$ cat src/rtl/mem_bridge.sv
// CPU-to-bus bridge: captures one CPU read/write, issues it downstream with a
// valid/ready handshake, waits for completion, and returns a one-cycle response.
module mem_bridge #(
   parameter int unsigned TIMEOUT = 256
) (
   input  logic        clk,
   input  logic        rst_n,
   input  logic [31:0] cpu_addr,
   input  logic [3:0]  cpu_rmask,
   input  logic [3:0]  cpu_wmask,
   input  logic [31:0] cpu_wdata,
   output logic [31:0] cpu_rdata,
   output logic        cpu_resp,
   output logic        bus_valid,
   input  logic        bus_ready,
   output logic [31:0] bus_addr,
   output logic        bus_we,
   output logic [3:0]  bus_wmask,
   output logic [31:0] bus_wdata,
   input  logic        bus_rvalid,
   input  logic [31:0] bus_rdata,
   output logic        err
);

   typedef enum logic [1:0] {IDLE, REQ, WAIT, RESP} state_t;

   localparam logic [15:0] TMO_LAST = 16'(TIMEOUT - 1);

   state_t      state_q, state_d;
   logic [15:0] cnt_q, cnt_d;
   logic [31:0] addr_q, addr_d;
   logic [31:0] wdata_q, wdata_d;
   logic [31:0] rdata_q, rdata_d;
   logic [3:0]  wmask_q, wmask_d;
   logic        we_q, we_d;
   logic        valid_q, valid_d;
   logic        resp_q, resp_d;
   logic        err_q, err_d;

   always_comb begin
      state_d = state_q;
      cnt_d   = cnt_q;
      addr_d  = addr_q;
      wdata_d = wdata_q;
      rdata_d = rdata_q;
      wmask_d = wmask_q;
      we_d    = we_q;
      resp_d  = 1'b0;
      err_d   = 1'b0;
      unique case (state_q)
         IDLE: begin
            // Read wins when both masks are set; wmask is then dropped.
            if (cpu_rmask != 4'd0) begin
               state_d = REQ;
               cnt_d   = 16'd0;
               addr_d  = {cpu_addr[31:2], 2'b00};
               we_d    = 1'b0;
               wmask_d = 4'd0;
            end else if (cpu_wmask != 4'd0) begin
               state_d = REQ;
               cnt_d   = 16'd0;
               addr_d  = {cpu_addr[31:2], 2'b00};
               we_d    = 1'b1;
               wmask_d = cpu_wmask;
               wdata_d = cpu_wdata;
            end
         end
         REQ: begin
            cnt_d = cnt_q + 16'd1;
            if (cnt_q == TMO_LAST) begin
               state_d = RESP;
               rdata_d = 32'd0;
               resp_d  = 1'b1;
               err_d   = 1'b1;
            end else if (bus_ready) begin
               state_d = WAIT;
            end
         end
         WAIT: begin
            cnt_d = cnt_q + 16'd1;
            // A completion arriving on the timeout cycle still counts as normal.
            if (bus_rvalid) begin
               state_d = RESP;
               rdata_d = we_q ? 32'd0 : bus_rdata;
               resp_d  = 1'b1;
            end else if (cnt_q == TMO_LAST) begin
               state_d = RESP;
               rdata_d = 32'd0;
               resp_d  = 1'b1;
               err_d   = 1'b1;
            end
         end
         RESP: state_d = IDLE;
         default: state_d = IDLE;
      endcase
      valid_d = (state_d == REQ);
   end

   always_ff @(posedge clk or negedge rst_n) begin
      if (!rst_n) begin
         state_q <= IDLE;
         cnt_q   <= 16'd0;
         addr_q  <= 32'd0;
         wdata_q <= 32'd0;
         rdata_q <= 32'd0;
         wmask_q <= 4'd0;
         we_q    <= 1'b0;
         valid_q <= 1'b0;
         resp_q  <= 1'b0;
         err_q   <= 1'b0;
      end else begin
         state_q <= state_d;
         cnt_q   <= cnt_d;
         addr_q  <= addr_d;
         wdata_q <= wdata_d;
         rdata_q <= rdata_d;
         wmask_q <= wmask_d;
         we_q    <= we_d;
         valid_q <= valid_d;
         resp_q  <= resp_d;
         err_q   <= err_d;
      end
   end

   assign cpu_rdata = rdata_q;
   assign cpu_resp  = resp_q;
   assign err       = err_q;
   assign bus_valid = valid_q;
   assign bus_addr  = addr_q;
   assign bus_we    = we_q;
   assign bus_wmask = wmask_q;
   assign bus_wdata = wdata_q;

endmodule
$ cat config.mk
export PLATFORM = sky130hd
export DESIGN_NAME = mem_bridge
export DESIGN_NICKNAME = d
export VERILOG_FILES = /design/src/rtl/mem_bridge.sv
export SDC_FILE = /design/constraint.sdc
export NUM_CORES = 1
export LEC_CHECK = 0
export CORE_ASPECT_RATIO = 1.4
export CORE_MARGIN = 2
export CORE_UTILIZATION = 35
export CTS_CLUSTER_DIAMETER = 30
export DETAILED_ROUTE_END_ITERATION = 6
export DONT_BUFFER_PORTS = 1
export PLACE_DENSITY = 0.57
export SYNTH_ARGS = -nofsm -noshare
export SYNTH_HDL_FRONTEND = slang
export SYNTH_SLANG_ARGS = --single-unit
$ cat constraint.sdc
create_clock -name clk -period 2.2 [get_ports clk]
set_input_delay 0.33 -clock clk [delete_from_list [all_inputs] [get_ports clk]]
set_output_delay 0.33 -clock clk [all_outputs]
set_load 0.1 [all_outputs]
==> impl_metrics.toml <==
[cts]
cts_buffers = 17
clock-sinks = 120
clock_latency_ps = 400
cts-root-buf = "clkbuf_16"
path_clk_slew_ps = 60
cts_setup_buffers = 0
clock_path_buffers = 2
cts-htree-levels = 4
cts_tree = "done"

[floorplanning]
die_h_um = 143
start_util = 0.360
core-area_um2 = 13500
die_area_um2 = 14800
die_w_um = 103
rows = 50
ios = 212

[global_routing]
grt-ovfl-total = 0
antenna_found_initial = 0
grt_pass1_wl_um = 17500
grt_pass1_vias = 3681
grt_usage = 0.154
grt_max_degree = 121

[detailed_routing]
drc = 0
routedWlPerCell_um = 16.4
via_per_inst = 5.03
drtIter0Drc = 112
first_pass_iters = 4
wl_um = 11400
vias = 3488
ant_nets = 0

[timing]
period_needed_ps = 2090
setup_viol = 0
grt_setup_unrepaired = "no"
tightest_slew_ps = 915
finalSetupTns_ps = 0
relSlewSlack = 0.390
max_freq_mhz = 479
hold_viol = 120
whs_ps = -383
finClkSkew_ps = 8.82
period_share = 0.950
maxSlewViolCount = 0

[yosys]
synth_top_area_frac = 0.620
synth_cell_types = 38
synthCells = 416
yosysTopAreaCell = "dfrtp_1"
synthTopCellsByArea = "dfrtp_1 62%, nand2_1 8.0%, mux2_2 7.4%, a22o_1 6.5%, a21oi_1 1.6%"
synth_seq_cells = 120
synth_area_per_cell_um2 = 11.6
netlist_area_um2 = 4840
ys_warn_count = 0
synth_seq_area_share = 0.620

[outcome]
violations = "negative hold slack"
run_status = "finished with violations"

[placed_design]
place.gp.congestion = 0.749
io_buffers = 0
hpwl_um = 8100

[setup_path]
worstSetupPathType = "register to register"
cp.required_ps = 2520
start_kind = "register"
arrival_ps = 2410
cp-end-kind = "register"
crit_fanout = 6

[final_layout]
drive_gt1_frac = 0.323
syn_to_final_growth_pct = 28.5
num_antenna_cells = 0
nets = 611

[hold_path]
hold_class = "input port to async pin"

[run]
drv_cap = 0
[cells in the mapped netlist]
| library cell | n |
|---|---|
| nor4_1 | 5 |
| a221o_1 | 1 |
| nand2b_1 | 2 |
| a31o_2 | 1 |
| nand2_1 | 103 |
| o21ai_1 | 1 |
| inv_1 | 6 |
| buf_4 | 3 |
| dfrtp_1 | 120 |
| a21oi_1 | 15 |
| o21ai_0 | 14 |
| nor2_4 | 1 |
| nand3_1 | 2 |
| nor3_1 | 3 |
| conb_1 | 1 |
| ha_1 | 5 |
| o311ai_0 | 1 |
| nor2_1 | 5 |
| or4_1 | 7 |
| nand3_2 | 1 |
| and2_1 | 1 |
| or3_1 | 7 |
| o21ai_2 | 1 |
| and4_1 | 2 |
| a22o_1 | 36 |
| or4_2 | 1 |
| o211ai_2 | 1 |
| or4_4 | 3 |
| and3_1 | 1 |
| clkbuf_1 | 11 |
| nand4_1 | 4 |
| o31ai_1 | 6 |
| buf_2 | 7 |
| mux2_2 | 32 |
| nor2b_1 | 2 |
| or2_2 | 2 |
| nor3b_1 | 1 |
| or3_2 | 1 |
[area by class of cell]
cell class | count | area, um2
multi-input cells | 270 | 1750
clock buffers | 18 | 429
clock inverters | 14 | 135
repair buffers | 83 | 648
flip-flops and latches | 120 | 3000
inverters | 6 | 22.5
well taps | 182 | 228
fillers | 1226 | 7230
[placed cells by master, fill, tap and decap left out, types with 2 or more instances in the layout]
cell type and count:
inv_6 7, buf_12 2, o21ai_0 14, a21oi_2 2
and4_1 2, or4_1 6, nand2_1 103, nand4_1 4
or4_4 4, dfrtp_1 120, nor2b_1 2, mux2_2 32
o21ai_2 2, conb_1 2, nor3_1 3, o31ai_1 6
clkbuf_16 17, buf_4 81, nand3_1 2, inv_1 5
nand2b_1 2, clkinv_2 2, clkinvlp_4 3, ha_1 4
a22o_1 36, or3_1 7, a21oi_1 13, or2_2 2
nor2_1 5, nor4_1 5
[critical path: stages (launching register included)]
cell and delay (ps):
dfrtp_1 400, inv_2 80, ha_4 270, o211ai_2 90
or4_4 560, or4_1 480, a21oi_1 130
[timing repair]
action	CTS	global route
endpoints found under the hold margin	120	120
resized for setup	0	5
endpoints found under the setup margin	0	3
[kinds of logic after synthesis]
kind of cell | after synthesis | synth area share
adder cells (fa/ha/maj) | 5 | 0.0129
AO/OA/AOI/OAI | 77 | 0.116
multiplexers | 32 | 0.0745
buffers and inverters | 27 | 0.0251
AND/OR/NAND/NOR | 154 | 0.151
other | 1 | 0.000775
flip-flops | 120 | 0.620
[layer usage]
layer / global-route usage / part of all wire
met5: 0 / 0
met4: 0.0686 / 0.010
met3: 0.0543 / 0.078
met2: 0.262 / 0.53
met1: 0.171 / 0.38
[flip-flops by register name (all words and copies together) (netlist names)]
name	count
state_q	2
bus_wmask	4
cpu_rdata	32
bus_wdata	32
err	1
bus_valid	1
cpu_resp	1
bus_we	1
bus_addr	30
cnt_q	16
[per-stage QoR]
| step | cell area (um2) | worst slack [ps] | hold slack (ps) | utilization | cells |
|---|---|---|---|---|---|
| floorplan | 4840 | 97.4 | 34.4 | - | 417 |
| global placement | 5630 | 123 | 36.9 | 0.419 | 661 |
| detailed placement | 5630 | 65.9 | 36.5 | 0.419 | 661 |
| CTS | 6200 | 63.1 | -399 | 0.461 | 693 |
| global route | 6220 | 38.1 | -412 | 0.462 | 693 |
| finish | 6220 | 111 | -383 | 0.462 | 693 |
[worst paths after layout]
check,from,endpoint,slack [ps],cells after the start
worst max-delay path,state_q[0],cnt_q[15],110,6
worst min-delay path,rst_n,bus_addr[22],-380,0
worst max register to register,state_q[0],cnt_q[15],110,6
worst min register to register,cpu_rdata[17],cpu_rdata[17],510,1
max in group asynchronous,rst_n,bus_wdata[23],2410,0
min in group clk,cpu_addr[4],bus_addr[4],30,2
Power is not shown: default switching activity piles up to over one toggle a cycle in this logic, so the estimate is an artifact.
